**config.mk**
```make
export PLATFORM = sky130hd
export DESIGN_NAME = axi4_lite_slave
export DESIGN_NICKNAME = d
export VERILOG_FILES = /design/src/rtl/axi4_lite_slave.sv
export SDC_FILE = /design/constraint.sdc
export NUM_CORES = 1
export LEC_CHECK = 0
export BUFFER_PORTS_ARGS = -buffer_cell sky130_fd_sc_hd__buf_2
export CAP_MARGIN = 20
export CELL_PAD_IN_SITES_DETAIL_PLACEMENT = 2
export CELL_PAD_IN_SITES_GLOBAL_PLACEMENT = 2
export CORE_UTILIZATION = 47
export CTS_CLUSTER_DIAMETER = 200
export CTS_CLUSTER_SIZE = 40
export DETAILED_ROUTE_END_ITERATION = 7
export PLACE_DENSITY_LB_ADDON = 0.1
export SETUP_SLACK_MARGIN = 0.15
export SLEW_MARGIN = 20
export SYNTH_ARGS = -nofsm -noshare
export SYNTH_HDL_FRONTEND = slang
export SYNTH_SLANG_ARGS = --single-unit
```
**constraint.sdc**
```tcl
create_clock -name aclk -period 39.6 [get_ports aclk]
set_clock_uncertainty 0.05 [all_clocks]
set_input_delay 3.96 -clock aclk [delete_from_list [all_inputs] [get_ports aclk]]
set_output_delay 3.96 -clock aclk [all_outputs]
set_load 0.02 [all_outputs]
```
**src/rtl/axi4_lite_slave.sv**
```systemverilog
// AXI4-Lite responder with NUM_REGS byte-strobed 32-bit registers; independent write and read FSMs.
// Optional build macro AXI4_LITE_SLAVE_DECERR_EN: out-of-range accesses get SLVERR instead of aliasing.
module axi4_lite_slave #(
   parameter int ADDR_WIDTH = 32,
   parameter int DATA_WIDTH = 32,
   parameter int NUM_REGS   = 16
) (
   input  logic                    aclk,
   input  logic                    areset,
   input  logic [ADDR_WIDTH-1:0]   awaddr_in,
   input  logic [2:0]              awprot_in,
   input  logic                    awvalid_in,
   output logic                    awready_out,
   input  logic [DATA_WIDTH-1:0]   wdata_in,
   input  logic [DATA_WIDTH/8-1:0] wstrb_in,
   input  logic                    wvalid_in,
   output logic                    wready_out,
   output logic [1:0]              bresp_out,
   output logic                    bvalid_out,
   input  logic                    bready_in,
   input  logic [ADDR_WIDTH-1:0]   araddr_in,
   input  logic [2:0]              arprot_in,
   input  logic                    arvalid_in,
   output logic                    arready_out,
   output logic [DATA_WIDTH-1:0]   rdata_out,
   output logic [1:0]              rresp_out,
   output logic                    rvalid_out,
   input  logic                    rready_in
);

   localparam int IDX_W  = $clog2(NUM_REGS);
   localparam int STRB_W = DATA_WIDTH / 8;
   localparam logic [1:0] RESP_OKAY   = 2'b00;
   localparam logic [1:0] RESP_SLVERR = 2'b10;

   typedef enum logic [1:0] {W_IDLE, W_HAVE_ADDR, W_HAVE_DATA, W_RESP} w_state_e;
   typedef enum logic {R_IDLE, R_DATA} r_state_e;

   w_state_e w_state_q, w_state_d;
   r_state_e r_state_q, r_state_d;

   logic                  awready_q, awready_d, wready_q, wready_d;
   logic                  bvalid_q, bvalid_d, arready_q, arready_d;
   logic                  rvalid_q, rvalid_d;
   logic [1:0]            bresp_q, bresp_d, rresp_q, rresp_d;
   logic [DATA_WIDTH-1:0] rdata_q, rdata_d;
   logic [ADDR_WIDTH-1:0] awaddr_q, awaddr_d;
   logic [DATA_WIDTH-1:0] wdata_q, wdata_d;
   logic [STRB_W-1:0]     wstrb_q, wstrb_d;
   logic [DATA_WIDTH-1:0] regs_q [NUM_REGS];
   logic [DATA_WIDTH-1:0] regs_d [NUM_REGS];

   // Handshakes: a beat transfers on a rising edge where valid && ready are both high.
   logic aw_hs, w_hs, b_hs, ar_hs, r_hs;
   assign aw_hs = awvalid_in & awready_q;
   assign w_hs  = wvalid_in  & wready_q;
   assign b_hs  = bvalid_q   & bready_in;
   assign ar_hs = arvalid_in & arready_q;
   assign r_hs  = rvalid_q   & rready_in;

   // Address/data may arrive on this edge or have been parked earlier.
   logic [ADDR_WIDTH-1:0] eff_addr;
   logic [DATA_WIDTH-1:0] eff_data;
   logic [STRB_W-1:0]     eff_strb;
   logic [IDX_W-1:0]      w_idx, r_idx;
   logic                  w_oor, r_oor, commit;

   assign eff_addr = aw_hs ? awaddr_in : awaddr_q;
   assign eff_data = w_hs  ? wdata_in  : wdata_q;
   assign eff_strb = w_hs  ? wstrb_in  : wstrb_q;
   assign w_idx    = eff_addr[2+IDX_W-1:2];
   assign r_idx    = araddr_in[2+IDX_W-1:2];

`ifdef AXI4_LITE_SLAVE_DECERR_EN
   assign w_oor = |eff_addr[ADDR_WIDTH-1:2+IDX_W];
   assign r_oor = |araddr_in[ADDR_WIDTH-1:2+IDX_W];
`else
   assign w_oor = 1'b0;
   assign r_oor = 1'b0;
`endif

   logic unused_ok;
   assign unused_ok = ^{awprot_in, arprot_in, awaddr_in, araddr_in, awaddr_q};

   always_ff @(posedge aclk or posedge areset) begin
      if (areset) begin
         w_state_q <= W_IDLE;
         r_state_q <= R_IDLE;
      end else begin
         w_state_q <= w_state_d;
         r_state_q <= r_state_d;
      end
   end

   always_comb begin
      w_state_d = w_state_q;
      case (w_state_q)
         W_IDLE: begin
            if (aw_hs && w_hs) w_state_d = W_RESP;
            else if (aw_hs)    w_state_d = W_HAVE_ADDR;
            else if (w_hs)     w_state_d = W_HAVE_DATA;
         end
         W_HAVE_ADDR: if (w_hs)  w_state_d = W_RESP;
         W_HAVE_DATA: if (aw_hs) w_state_d = W_RESP;
         W_RESP:      if (b_hs)  w_state_d = W_IDLE;
         default:     w_state_d = W_IDLE;
      endcase

      r_state_d = r_state_q;
      case (r_state_q)
         R_IDLE:  if (ar_hs) r_state_d = R_DATA;
         R_DATA:  if (r_hs)  r_state_d = R_IDLE;
         default: r_state_d = R_IDLE;
      endcase
   end

   assign commit = (w_state_q != W_RESP) && (w_state_d == W_RESP);

   // Readies follow the next state, so they rise on the first edge after reset release.
   always_comb begin
      awready_d = (w_state_d == W_IDLE) || (w_state_d == W_HAVE_DATA);
      wready_d  = (w_state_d == W_IDLE) || (w_state_d == W_HAVE_ADDR);
      bvalid_d  = (w_state_d == W_RESP);
      bresp_d   = bresp_q;
      if (commit) bresp_d = w_oor ? RESP_SLVERR : RESP_OKAY;
      awaddr_d  = aw_hs ? awaddr_in : awaddr_q;
      wdata_d   = w_hs  ? wdata_in  : wdata_q;
      wstrb_d   = w_hs  ? wstrb_in  : wstrb_q;

      arready_d = (r_state_d == R_IDLE);
      rvalid_d  = (r_state_d == R_DATA);
      rdata_d   = rdata_q;
      rresp_d   = rresp_q;
      if (ar_hs) begin
         rdata_d = r_oor ? '0 : regs_q[r_idx];
         rresp_d = r_oor ? RESP_SLVERR : RESP_OKAY;
      end
   end

   // Read capture uses regs_q, so a same-edge commit is not visible to that read.
   always_comb begin
      for (int i = 0; i < NUM_REGS; i++) regs_d[i] = regs_q[i];
      if (commit && !w_oor) begin
         for (int k = 0; k < STRB_W; k++) begin
            if (eff_strb[k]) regs_d[w_idx][8*k +: 8] = eff_data[8*k +: 8];
         end
      end
   end

   always_ff @(posedge aclk or posedge areset) begin
      if (areset) begin
         awready_q <= 1'b0;
         wready_q  <= 1'b0;
         bvalid_q  <= 1'b0;
         bresp_q   <= '0;
         arready_q <= 1'b0;
         rvalid_q  <= 1'b0;
         rdata_q   <= '0;
         rresp_q   <= '0;
         awaddr_q  <= '0;
         wdata_q   <= '0;
         wstrb_q   <= '0;
         for (int i = 0; i < NUM_REGS; i++) regs_q[i] <= '0;
      end else begin
         awready_q <= awready_d;
         wready_q  <= wready_d;
         bvalid_q  <= bvalid_d;
         bresp_q   <= bresp_d;
         arready_q <= arready_d;
         rvalid_q  <= rvalid_d;
         rdata_q   <= rdata_d;
         rresp_q   <= rresp_d;
         awaddr_q  <= awaddr_d;
         wdata_q   <= wdata_d;
         wstrb_q   <= wstrb_d;
         for (int i = 0; i < NUM_REGS; i++) regs_q[i] <= regs_d[i];
      end
   end

   assign awready_out = awready_q;
   assign wready_out  = wready_q;
   assign bvalid_out  = bvalid_q;
   assign bresp_out   = bresp_q;
   assign arready_out = arready_q;
   assign rvalid_out  = rvalid_q;
   assign rdata_out   = rdata_q;
   assign rresp_out   = rresp_q;

endmodule

```
# Word-level counts from Yosys, hierarchy flattened
# Index checks and enable logic that the tools add are counted.
[op_classes]
magnitude_cmp = 3
n_eq_ne = 7
n_mux = 35
bitwise_logic = 9
n_reduce_logical = 7
[op_table]
columns = ["operator", "count"]
rows = [
  ["$mux 512", 7],
  ["$bwmux 512", 4],
  ["$demux 32 s4", 4],
  ["$bmux 32 s4", 1],
  ["$mux 32", 4],
  ["$mux 24", 1],
  ["$mux 16", 1],
  ["$mux 2", 6],
  ["$ge 5x5->1 const B", 2],
  ["$not 4->5", 2],
  ["$eq 2x2->1 const B", 4],
  ["$mux 8", 1],
  ["$pmux 2 s4", 1],
  ["$mux 6", 1],
  ["$and 1x1->1", 5],
  ["$lt 5x1->1 const B", 1],
  ["$eq 2x1->1 const B", 2],
  ["$logic_not 2->1", 2],
  ["$mux 4", 1],
  ["$logic_and 1x1->1", 3],
  ["$logic_or 1x1->1", 2],
  ["$mux 1", 2],
  ["$ne 2x2->1 const B", 1],
  ["$not 1->1", 2],
  ["$pmux 1 s2", 1],
]
[totals]
regBits = 593
input_bits = 113
output_inout_bits = 41
word_cells = 88

# Logic depth before layout (Yosys ltp)
# Gate-level depths: netlist (run 1).
[logic_depth]
word_depth = 18
mapped_depth = 10
mapped_depth_nobuf = 6

# Worst setup path before layout (run 1)
# Ideal clock, no wire load.
[synth_timing]
path_type = "input -> register"
startpoint = "input port awvalid_in"
endpoint = "register regs_q[416] (netlist bit)"
setup_ns = 0.125
arrival_ns = 5.627
setup_slack_ns = 33.798
cell_stages = 9
path_cell_list = "buf_6 -> and2_4 -> buf_6 -> buf_6 -> o21ai_2 -> nand3_2 -> buf_6 -> nor3_4 -> mux2_4"
[synth_via]
elab_chain_cells = 18
elab_cells_between_ends = 29
[synth_lines]
columns = ["element", "line", "rtl"]
rows = [
  ["start: declaration", "12", "input logic awvalid_in,"],
  ["$and 1x1->1 *", "55", "assign aw_hs = awvalid_in & awready_q;"],
  ["$mux 6", "n/a", ""],
  ["$not 4->5 (implied by the code)", "145", "if (eff_strb[k]) regs_d[w_idx][8*k +: 8] = eff_data[8*k +: 8];"],
  ["$ge 5x5->1 (implied by the code) or $lt 5x1->1 (tied branches)", "145", ""],
  ["$logic_and 1x1->1 (implied by the code)", "145", ""],
  ["$mux 8 (implied by the code)", "145", ""],
  ["$demux 32 s4", "145", ""],
  ["$bwmux 512", "145", ""],
  ["(+2 left out)", "n/a", ""],
  ["$bwmux 512", "145", ""],
  ["$mux 512", "145", ""],
  ["$mux 512", "143", "if (commit && !w_oor) begin"],
  ["$bwmux 512", "145", ""],
  ["$mux 512", "145", ""],
  ["$mux 512", "143", ""],
  ["$bwmux 512", "145", ""],
  ["$mux 512", "145", ""],
  ["end: declaration", "50", "logic [DATA_WIDTH-1:0] regs_q [NUM_REGS];"],
]
# Mark *: on every way between the ends. The rest lies on a longest branch, timed or not. The select of a mux whose other input is x is not followed.
# A chain may end at the register's enable or synchronous reset.

# Final worst setup path (run 1)
[layout_timing]
startpoint = "input port wvalid_in"
endpoint = "register regs_q[169] (netlist bit)"
[layout_via]
elab_chain_cells = 12
elab_cells_between_ends = 21
[layout_lines]
columns = ["element", "line", "rtl"]
rows = [
  ["start: declaration", "16", "input logic wvalid_in,"],
  ["$and 1x1->1 *", "56", "assign w_hs = wvalid_in & wready_q;"],
  ["$mux 4", "n/a", ""],
  ["$mux 512", "145", ""],
  ["$mux 512", "143", ""],
  ["$bwmux 512", "145", ""],
  ["$mux 512", "145", ""],
  ["$mux 512", "143", ""],
  ["$bwmux 512", "145", ""],
  ["$mux 512", "145", ""],
  ["$mux 512", "143", ""],
  ["$bwmux 512", "145", ""],
  ["$mux 512", "145", ""],
]
# Marks and branches as above.

==> run summary, run 1 <==
FINAL LAYOUT
--------------------------------------------------------------------------------------
Number of non-filler instances in the completed layout ..................         2739
Area added between synthesis and finish .................................        5.70%
Fillers .................................................................         5278
Nets ....................................................................         2095
Layout cell share with drive strength beyond 1 ..........................        0.375
Final cell utilization of the core ......................................        0.505

CLOCK NETWORK
--------------------------------------------------------------------------------------
Number of buffers added to fix hold violations after cts ................            0
# H-tree levels .........................................................            1
Clock-pin slew on the worst setup and hold paths ........................      0.14 ns
Clk buf depth ...........................................................            3
Count of clock tree sinks ...............................................          591
Cell at the root of the clock tree ......................................    clkbuf_16
Number of buffers added by the clock tree synthesis step ................           18
Setup Buffers After CTS .................................................            0
Number of gates given a new drive strength after cts ....................            0
Clock tree from TritonCTS ...............................................          yes
Clock latency of the later-clocked register in the worst-skew pair ......      0.58 ns

PLACED DESIGN
--------------------------------------------------------------------------------------
Number of cells in the design after placement ...........................         2718
Input/output buffers ....................................................           87
Weighted congestion reported at the end of routability-driven placement .        0.761
Detailed-placement wirelength estimate ..................................      44.6 mm
Post-placement worst setup slack ........................................     32.22 ns

TIMING
--------------------------------------------------------------------------------------
Number of max-slew violations in the final report .......................            0
Headroom to the max-slew limit ..........................................        0.283
Post-route setup TNS ....................................................         0 ns
Shortest clock period the worst path allows after layout ................      6.71 ns
Period utilisation layout ...............................................        0.169
Pin slew with the least headroom to its limit ...........................      1.08 ns
Final-report setup violation count ......................................            0
Unrepaired setup endpoints after global routing .........................        false
Hold Fails Final Rpt ....................................................            0
Timing-limited maximum frequency ........................................    0.149 GHz
Final hold slack ........................................................     0.445 ns
Fin worst setup slack ...................................................     32.89 ns

YOSYS
--------------------------------------------------------------------------------------
Yosys synthesis warning count ...........................................            0
Ys async rst share ......................................................         1.00
Synthesized area ........................................................    27000 um2
Most common cell in the netlist .........................................      dfrtp_1
Part of the Yosys area used for sequential elements .....................        0.548
Cell count after synthesis ..............................................         1979
List of most frequent post-synthesis cells .............................. dfrtp_1, mux2_2, mux2i_1
Prevailing post-synth register cell .....................................      dfrtp_1
Largest cells by area after synthesis ................................... dfrtp_1, mux2_2, mux2i_1
Post-synth EDFFs ........................................................            0
Post-synthesis cell type count ..........................................           50
Share of the synthesized area in the top cell type ......................        0.548
Number of register bits inferred by synthesis ...........................          591
Post-Syn Area per Cell ..................................................     13.6 um2
Cell type contributing the most total cell area after synthesis .........      dfrtp_1

DRT
--------------------------------------------------------------------------------------
Iteration-0 DRC Markers .................................................          749
Overall via count from detail_route .....................................        16200
Total DRC errors in the routed layout ...................................            0
Vias per inst ...........................................................         5.92
DRT Wirelength ..........................................................      73.0 mm
Antenna-violating nets left .............................................            0
Detailed-route wire length per cell .....................................      26.6 um
First-pass DRT Iterations ...............................................            4

CRITICAL PATH
--------------------------------------------------------------------------------------
Register-to-register setup slack ........................................     35.90 ns
Number of buffers and inverters on the critical path ....................            1
Critical Path, Cell by Cell ............................................. buf_2 -> nand2_4 -> mux2i_4 -> nand3_2 -> nor3_4 -> mux2_2
FF-to-FF Start ..........................................................   wready_out
Worst setup path startpoint .............................................    wvalid_in
Critical path start-end classification ..................................    in -> reg
Endpoint of the most critical register-to-register path .................  regs_q[169]
Critical Path Source Type ...............................................   input port
Critical path endpoint ..................................................  regs_q[169]
Slowest library cell on the worst path ..................................       nor3_4
Reg2Reg Depth ...........................................................            5
Stage delay of the slowest cell on the critical path ....................      0.80 ns
Crit. path cell count ...................................................            6
Worst EP required .......................................................     40.02 ns
Crit path max-delay family .............................................. simple AND/OR/NAND/NOR gates
Critical path data arrival time .........................................      7.13 ns
Worst Setup End Kind ....................................................     register
Worst Path Max Fanout ...................................................           37

PWR
--------------------------------------------------------------------------------------
Pwr Density .............................................................  60.6 nW/um2
Static power due to leakage .............................................      13.9 nW
Maximum VDD drop ........................................................  0.0000303 V

GRT
--------------------------------------------------------------------------------------
Met2 track demand over resource .........................................        0.438
Global-route met1 utilization ...........................................        0.336
Total gr overflow .......................................................            0
Most Crowded Layer GR ...................................................         met2
Wire length of the first global-routing pass ............................       114 mm
Gr usage total ..........................................................        0.253
Number of global-route vias before repair ...............................        18600
Fraction of met3 tracks used by global routing ..........................       0.0248
Number of antenna violations at the first check in global routing .......            1
Largest net degree at the start of global routing .......................          126

FLOORPLANNING
--------------------------------------------------------------------------------------
Die outline height ......................................................       242 um
Row count ...............................................................           87
X dimension of the die ..................................................       242 um
Die area ................................................................    58400 um2
Initial cell density of the core ........................................        0.477
Core footprint ..........................................................    56500 um2
Num ports ...............................................................          154

OUTCOME
--------------------------------------------------------------------------------------
Result of the run ....................................................... finished clean

JOB
--------------------------------------------------------------------------------------
Count of maximum capacitance violations .................................            0

MIN PATH
--------------------------------------------------------------------------------------
Worst min-delay path category ...........................................   reg -> reg

[where the power goes]
group	switching (mW)	internal [mW]	total [mW]	leakage, nW
Sequential	0.109	0.802	0.911	7.91
Combinational	0.311	0.239	0.550	5.72
Clock	0.180	0.0884	0.268	0.240
Total	0.599	1.13	1.73	13.9
[cell usage in the layout (no fill, tap or decap), drive strengths merged]
master and instances:
nor2b 2, o21a 3, dfrtp 591, nand4 36
nand2 133, buf 105, a22oi 71, and4b 1
nor3b 1, mux2i 261, clkinv 1, o31ai 2
nand3 80, a211o 1, conb 4, a211oi 1
or2 3, nor2 43, and2 3, o21ai 7
and3 1, diode 1, mux2 545, clkbuf 19
a31oi 1, nand3b 1, nand2b 12, a21oi 33
nand4b 3, inv 8, nor3 9, o31a 1
[per-stage QoR]
stage                     total power, mW  instance area (um2)
after floorplan                      1.31                27000
final                                1.73                28500
after global routing                 1.83                28500
after global placement               1.42                28000
after detailed placement             1.48                28000
after CTS                            1.75                28500
[logic make-up (layout without fill, tap and decap cells)]
| logic type | after synthesis | after routing | synth area share |
|---|---|---|---|
| mux | 806 | 806 | 0.330 |
| flops | 591 | 591 | 0.548 |
| simple gates | 328 | 328 | 0.0684 |
| buf+inv | 133 | 133 | 0.0218 |
| compound gates | 120 | 120 | 0.0319 |
| other cells | 1 | 5 | 0.000139 |
[worst min-delay path, stage by stage, from the launching register on]
cell and delay, ns:
dfrtp_1 0.37, nand2_1 0.05, nand3_1 0.06
[flip-flops by register name, indices dropped and copies added, names as in the netlist]
| name | flops |
|---|---|
| regs_q | 512 |
| rdata_out | 32 |
| wdata_q | 32 |
| awaddr_q | 4 |
| wstrb_q | 4 |
| w_state_q | 2 |
| arready_out | 1 |
| awready_out | 1 |
| bvalid_out | 1 |
| rvalid_out | 1 |
| wready_out | 1 |
[metal layers]
layer  wire [um]  up-vias  share of wire
met3        1750      102          0.024
met4        2310        0          0.032
met2       36800      214           0.50
li1            -     7062              -
met5           0        -              0
met1       32100     8829           0.44
[worst min path at each step]
stage                     cells after the start         start  slack [ns]      endpoint
after floorplan                               1   regs_q[508]        0.41   regs_q[508]
after CTS                                     2  rdata_out[0]        0.45  rdata_out[0]
after global routing                          2  rdata_out[7]        0.48  rdata_out[7]
final                                         2  rdata_out[0]        0.44  rdata_out[0]
after global placement                        2  rdata_out[7]        0.41  rdata_out[7]
after detailed placement                      2  rdata_out[4]        0.42  rdata_out[4]
[final cells by class]
type,count,area [um2],share of cell area
Timing Repair Buffer,105,601,0.0211
Sequential cell,591,14800,0.519
Multi-Input combinational cell,1258,11600,0.409
Tap cell,756,946,0.0332
Clock buffer,19,475,0.0167
Antenna cell,1,2.50,0.0000878
Inverter,8,38.8,0.00136
Clock inverter,1,11.3,0.000395
(Power assumes the default switching activity.)
==> inputs of run 2 (changes only) <==
--- a/config.mk
+++ b/config.mk
@@ -9,7 +9,7 @@
 export CAP_MARGIN = 20
 export CELL_PAD_IN_SITES_DETAIL_PLACEMENT = 2
 export CELL_PAD_IN_SITES_GLOBAL_PLACEMENT = 2
-export CORE_UTILIZATION = 47
+export CORE_UTILIZATION = 44
 export CTS_CLUSTER_DIAMETER = 200
 export CTS_CLUSTER_SIZE = 40
 export DETAILED_ROUTE_END_ITERATION = 7
==> constraint.sdc (replaced) <==
create_clock -name aclk -period 6.7 [get_ports aclk]
set_clock_uncertainty 0.05 [all_clocks]
set_input_delay 0.67 -clock aclk [delete_from_list [all_inputs] [get_ports aclk]]
set_output_delay 0.67 -clock aclk [all_outputs]
set_load 0.02 [all_outputs]
==> run 2 against run 1 <==
Compared with the run above:
- flip-flop and latch count unchanged
- register-to-register slack worse by 33 ns
- first-iteration DRC count increased by 0.13%
- combinational power rose to 5.9 times the previous value
- sequential share of layout area fell by 0.12 points
- global-route usage is 2.0 points lower
- critical path type is now reg -> reg
==> run summary, run 2 (same netlist as run 1, synthesis figures left out) <==
FINAL LAYOUT
--------------------------------------------------------------------------------------
Layout cell share with drive strength beyond 1 ..........................        0.375
Nets ....................................................................         2094
Most common cell after layout, fill and taps aside ......................      dfrtp_1
Final cell utilization of the core ......................................        0.473
Multi-input gate area ...................................................    11600 um2
Most used cells in the layout excluding fill and tap cells .............. dfrtp_1, mux2_2, mux2i_1
Total inserted antenna cells ............................................            0
Area added between synthesis and finish .................................        5.96%
Fillers .................................................................         5791
Area taken by flip-flops and latches ....................................    14800 um2
Register name with the most flops .......................................       regs_q
Largest register FFs ....................................................          512

CLOCK NETWORK
--------------------------------------------------------------------------------------
Setup Buffers After CTS .................................................            0
Number of buffers added to fix hold violations after cts ................            0
Number of gates given a new drive strength after cts ....................            0
Clk buf depth ...........................................................            3
Count of clock tree sinks ...............................................          591
# H-tree levels .........................................................            1
Number of buffers added by the clock tree synthesis step ................           18
Clock tree from TritonCTS ...............................................          yes
Cell at the root of the clock tree ......................................    clkbuf_16
Clock-pin slew on the worst setup and hold paths ........................      0.15 ns
Clock latency of the later-clocked register in the worst-skew pair ......      0.59 ns

DRT
--------------------------------------------------------------------------------------
Overall via count from detail_route .....................................        16000
First-pass DRT Iterations ...............................................            4
Antenna-violating nets left .............................................            0
Total DRC errors in the routed layout ...................................            0
Iteration-0 DRC Markers .................................................          750
DRT Wirelength ..........................................................      71.2 mm
Detailed-route wire length per cell .....................................      25.8 um
Vias per inst ...........................................................         5.80

CRITICAL PATH
--------------------------------------------------------------------------------------
Number of buffers and inverters on the critical path ....................            0
Worst Setup End Kind ....................................................     register
Worst EP required .......................................................      7.13 ns
FF-to-FF Start ..........................................................   wready_out
Slowest library cell on the worst path ..................................       nor3_4
Critical Path Source Type ...............................................     register
Stage delay of the slowest cell on the critical path ....................      0.84 ns
Crit path max-delay family .............................................. simple AND/OR/NAND/NOR gates
Worst Path Max Fanout ...................................................           37
Critical Path, Cell by Cell ............................................. nand2_4 -> mux2i_4 -> nand3_2 -> nor3_4 -> mux2_2
Critical path data arrival time .........................................      4.21 ns
Worst setup path startpoint .............................................   wready_out
Critical path start-end classification ..................................   reg -> reg

TIMING
--------------------------------------------------------------------------------------
Fin worst setup slack ...................................................      2.92 ns
Pin slew with the least headroom to its limit ...........................      1.13 ns
Headroom to the max-slew limit ..........................................        0.247
Hold Fails Final Rpt ....................................................            0
Unrepaired setup endpoints after global routing .........................        false
Final hold slack ........................................................     0.160 ns
Timing-limited maximum frequency ........................................    0.264 GHz
Post-route setup TNS ....................................................         0 ns
Period utilisation layout ...............................................        0.564
Final-report setup violation count ......................................            0
Shortest clock period the worst path allows after layout ................      3.78 ns
Number of max-slew violations in the final report .......................            0

GRT
--------------------------------------------------------------------------------------
Largest net degree at the start of global routing .......................          185
Number of global-route vias before repair ...............................        18400
Number of antenna violations at the first check in global routing .......            0
Gr usage total ..........................................................        0.233
Wire length of the first global-routing pass ............................       112 mm
Total gr overflow .......................................................            0

PLACED DESIGN
--------------------------------------------------------------------------------------
Detailed-placement wirelength estimate ..................................      43.5 mm
Weighted congestion reported at the end of routability-driven placement .        0.741
Post-placement worst setup slack ........................................      2.55 ns
Input/output buffers ....................................................           87

PWR
--------------------------------------------------------------------------------------
Maximum VDD drop ........................................................   0.000187 V
Pwr Density .............................................................   357 nW/um2
Final Power .............................................................      10.2 mW
Static power due to leakage .............................................      13.9 nW

MIN PATH
--------------------------------------------------------------------------------------
Worst min-delay path category ...........................................  in -> async

FLOORPLANNING
--------------------------------------------------------------------------------------
Num ports ...............................................................          154
Die outline height ......................................................       250 um
Die area ................................................................    62300 um2
Row count ...............................................................           90
Core footprint ..........................................................    60500 um2
X dimension of the die ..................................................       250 um
Initial cell density of the core ........................................        0.446

OUTCOME
--------------------------------------------------------------------------------------
Result of the run ....................................................... finished clean

JOB
--------------------------------------------------------------------------------------
Count of maximum capacitance violations .................................            0

[run 2: stage by stage]
step	area, um2	cells
floorplan	27000	1982
global placement	28100	2742
detailed placement	28100	2742
CTS	28600	2762
global route	28600	2763
finish	28600	2763
[run 2: cell type report]
type / count / area share
sequential: 591 / 0.517
multi-input combinational: 1258 / 0.408
tap: 782 / 0.0342
timing repair buffer: 104 / 0.0225
clock buffer: 19 / 0.0166
inverter: 8 / 0.00123
clock inverter: 1 / 0.000394
[run 2: path summary, 6_finish.rpt]
check / cells past startpoint / slack (ns) / to
setup reg to reg: 5 / 2.92 / regs_q[46]
hold / removal: 2 / 0.16 / regs_q[106]
min in group aclk: 2 / 0.26 / rvalid_out
hold reg to reg: 2 / 0.45 / rdata_out[28]
max in group asynchronous: 4 / 4.65 / rdata_out[24]
setup / recovery: 5 / 2.92 / regs_q[46]
[run 2: power by group]
group          switching, mW  total (mW)  internal [mW]  leakage, nW
combinational           1.83        3.25           1.42         5.73
sequential             0.630        5.37           4.74         7.91
clock                   1.07        1.59          0.522        0.240
total                   3.53        10.2           6.68         13.9
[run 2: layer usage]
metal	routed length [um]	track usage	vias to the layer above
met5	0	0	-
met4	1470	0.0499	0
met3	886	0.0153	66
met2	36700	0.415	138
met1	32200	0.312	8731
li1	-	-	7083
[run 2: worst register-to-register path: cells and delay by family (launching register included)]
family / cells / cell delay, ns
DFF: 1 / 0.42
muxes: 2 / 1.24
and+or+nand+nor: 3 / 1.96
==> inputs of run 3 (changes only) <==
==> constraint.sdc (replaced) <==
create_clock -name aclk -period 3.8 [get_ports aclk]
set_clock_uncertainty 0.05 [all_clocks]
set_input_delay 0.38 -clock aclk [delete_from_list [all_inputs] [get_ports aclk]]
set_output_delay 0.38 -clock aclk [all_outputs]
set_load 0.02 [all_outputs]
==> run 3 against run 2 <==
Compared with the run above:
- utilization is 0.54 points higher
- sequential share of layout area is 0.59 points lower
- combinational power is 77% higher
- sequential power is 77% higher
- flip-flop and latch count stayed put
==> run summary, run 3 (same netlist as run 1, synthesis figures left out) <==
CLOCK NETWORK
--------------------------------------------------------------------------------------
Count of clock tree sinks ...............................................          591
# H-tree levels .........................................................            1
Clock latency of the later-clocked register in the worst-skew pair ......      0.59 ns
Number of buffers added by the clock tree synthesis step ................           18
Cell at the root of the clock tree ......................................    clkbuf_16
Setup Buffers After CTS .................................................            0
Clock-pin slew on the worst setup and hold paths ........................      0.14 ns
Clock tree from TritonCTS ...............................................          yes
Clk buf depth ...........................................................            3

DRT
--------------------------------------------------------------------------------------
Vias per inst ...........................................................         5.76
Overall via count from detail_route .....................................        16100
First-pass DRT Iterations ...............................................            4
DRT Wirelength ..........................................................      72.7 mm
Detailed-route wire length per cell .....................................      26.0 um
Total DRC errors in the routed layout ...................................            0
Iteration-0 DRC Markers .................................................          901
Antenna-violating nets left .............................................            0

TIMING
--------------------------------------------------------------------------------------
Hold Fails Final Rpt ....................................................            0
Pin slew with the least headroom to its limit ...........................     0.951 ns
Headroom to the max-slew limit ..........................................        0.364
Unrepaired setup endpoints after global routing .........................        false
Period utilisation layout ...............................................        0.824
Number of max-slew violations in the final report .......................            0
Timing-limited maximum frequency ........................................    0.319 GHz
Shortest clock period the worst path allows after layout ................      3.13 ns
Final-report setup violation count ......................................            0
Post-route setup TNS ....................................................         0 ns

FLOORPLANNING
--------------------------------------------------------------------------------------
Die outline height ......................................................       250 um
Num ports ...............................................................          154
Core footprint ..........................................................    60500 um2
Initial cell density of the core ........................................        0.446
Row count ...............................................................           90
X dimension of the die ..................................................       250 um
Die area ................................................................    62300 um2

FINAL LAYOUT
--------------------------------------------------------------------------------------
Multi-input gate area ...................................................    11600 um2
Fillers .................................................................         5728
Most used cells in the layout excluding fill and tap cells .............. dfrtp_1, mux2_2, mux2i_1
Largest register FFs ....................................................          512
Area taken by flip-flops and latches ....................................    14800 um2
Register name with the most flops .......................................       regs_q
Area added between synthesis and finish .................................        7.17%
Layout cell share with drive strength beyond 1 ..........................        0.382
Most common cell after layout, fill and taps aside ......................      dfrtp_1
Total inserted antenna cells ............................................            0
Nets ....................................................................         2124

GRT
--------------------------------------------------------------------------------------
Gr usage total ..........................................................        0.239
Largest net degree at the start of global routing .......................          107
Wire length of the first global-routing pass ............................       115 mm
Number of global-route vias before repair ...............................        18600
Number of antenna violations at the first check in global routing .......            0
Total gr overflow .......................................................            0

CRITICAL PATH
--------------------------------------------------------------------------------------
Crit path max-delay family .............................................. simple AND/OR/NAND/NOR gates
Number of buffers and inverters on the critical path ....................            1
Worst EP required .......................................................      4.22 ns
Worst Path Max Fanout ...................................................           16
Slowest library cell on the worst path ..................................       nor3_4
Critical Path Source Type ...............................................     register
Critical path start-end classification ..................................   reg -> reg
Critical Path, Cell by Cell ............................................. and2_4 -> o21ai_2 -> clkinv_2 -> nand3_2 -> nor3_4 -> mux2_2
Stage delay of the slowest cell on the critical path ....................      0.81 ns
Worst Setup End Kind ....................................................     register
Critical path data arrival time .........................................      3.56 ns

MIN PATH
--------------------------------------------------------------------------------------
Worst min-delay path category ...........................................    in -> reg

PLACED DESIGN
--------------------------------------------------------------------------------------
Weighted congestion reported at the end of routability-driven placement .        0.735
Detailed-placement wirelength estimate ..................................      46.3 mm
Input/output buffers ....................................................           87

PWR
--------------------------------------------------------------------------------------
Maximum VDD drop ........................................................   0.000333 V
Pwr Density .............................................................   623 nW/um2
Static power due to leakage .............................................      14.1 nW
Final Power .............................................................      18.0 mW

OUTCOME
--------------------------------------------------------------------------------------
Result of the run ....................................................... finished clean

JOB
--------------------------------------------------------------------------------------
Count of maximum capacitance violations .................................            0

==> run 3: cell count changes in the layout (fill, tap and decap cells not counted) <==
cell / change
buf_4: +18
buf_12: +9
dlygate4sd3_1: +4
buf_16: -1
==> run 3: cell type report <==
cell class	count	area share
clock buffers	19	0.0164
clock inverters	1	0.000390
flip-flops and latches	591	0.512
multi-input cells	1258	0.403
repair buffers	134	0.0336
inverters	8	0.00121
well taps	782	0.0338
==> run 3: final timing paths <==
check / from / endpoint / slack [ns] / depth (start not counted)
setup / recovery: awready_out / regs_q[169] / 0.67 / 6
hold / removal: awaddr_in[3] / awaddr_q[3] / 0.03 / 3
setup reg to reg: awready_out / regs_q[169] / 0.67 / 6
hold reg to reg: rdata_out[4] / rdata_out[4] / 0.44 / 2
max in group asynchronous: areset / regs_q[171] / 2.10 / 4
min in group asynchronous: areset / regs_q[106] / 0.47 / 3
==> run 3: timing repair <==
action	in CTS	in global routing
resized for setup	0	0
endpoints found under the hold margin	25	0
hold buffers	4	0
setup endpoints to repair	0	0
==> run 3: routing by layer <==
metal | wire (um) | track usage
met5 | 0 | 0
met4 | 1730 | 0.0527
met3 | 1640 | 0.0195
met2 | 36700 | 0.422
met1 | 32700 | 0.321
==> run 3: through the flow <==
| step | hold slack (ns) | cells | area (um2) | utilization | setup WS [ns] |
|---|---|---|---|---|---|
| after global placement | 0.414 | 2769 | 28400 | 0.469 | 0.765 |
| after detailed placement | 0.417 | 2769 | 28400 | 0.469 | 0.632 |
| after floorplan | 0.407 | 1982 | 27000 | - | -4.69 |
| after CTS | 0.000102 | 2793 | 28900 | 0.478 | 0.617 |
| after global routing | 0.0233 | 2793 | 28900 | 0.478 | 0.509 |
| final | 0.0261 | 2793 | 28900 | 0.478 | 0.667 |
==> run 3: worst register-to-register path, cell delays in order (launching register included) <==
cell and delay (ns):
dfrtp_1 0.58, and2_4 0.36, o21ai_2 0.10, clkinv_2 0.23
nand3_2 0.48, nor3_4 0.81, mux2_2 0.42
==> run 3: power breakdown <==
part	switching, mW	total (mW)	leakage [nW]	internal [mW]
Clock	1.89	2.81	0.240	0.920
Combinational	3.20	5.74	5.91	2.53
Sequential	1.12	9.48	7.91	8.36
Total	6.21	18.0	14.1	11.8
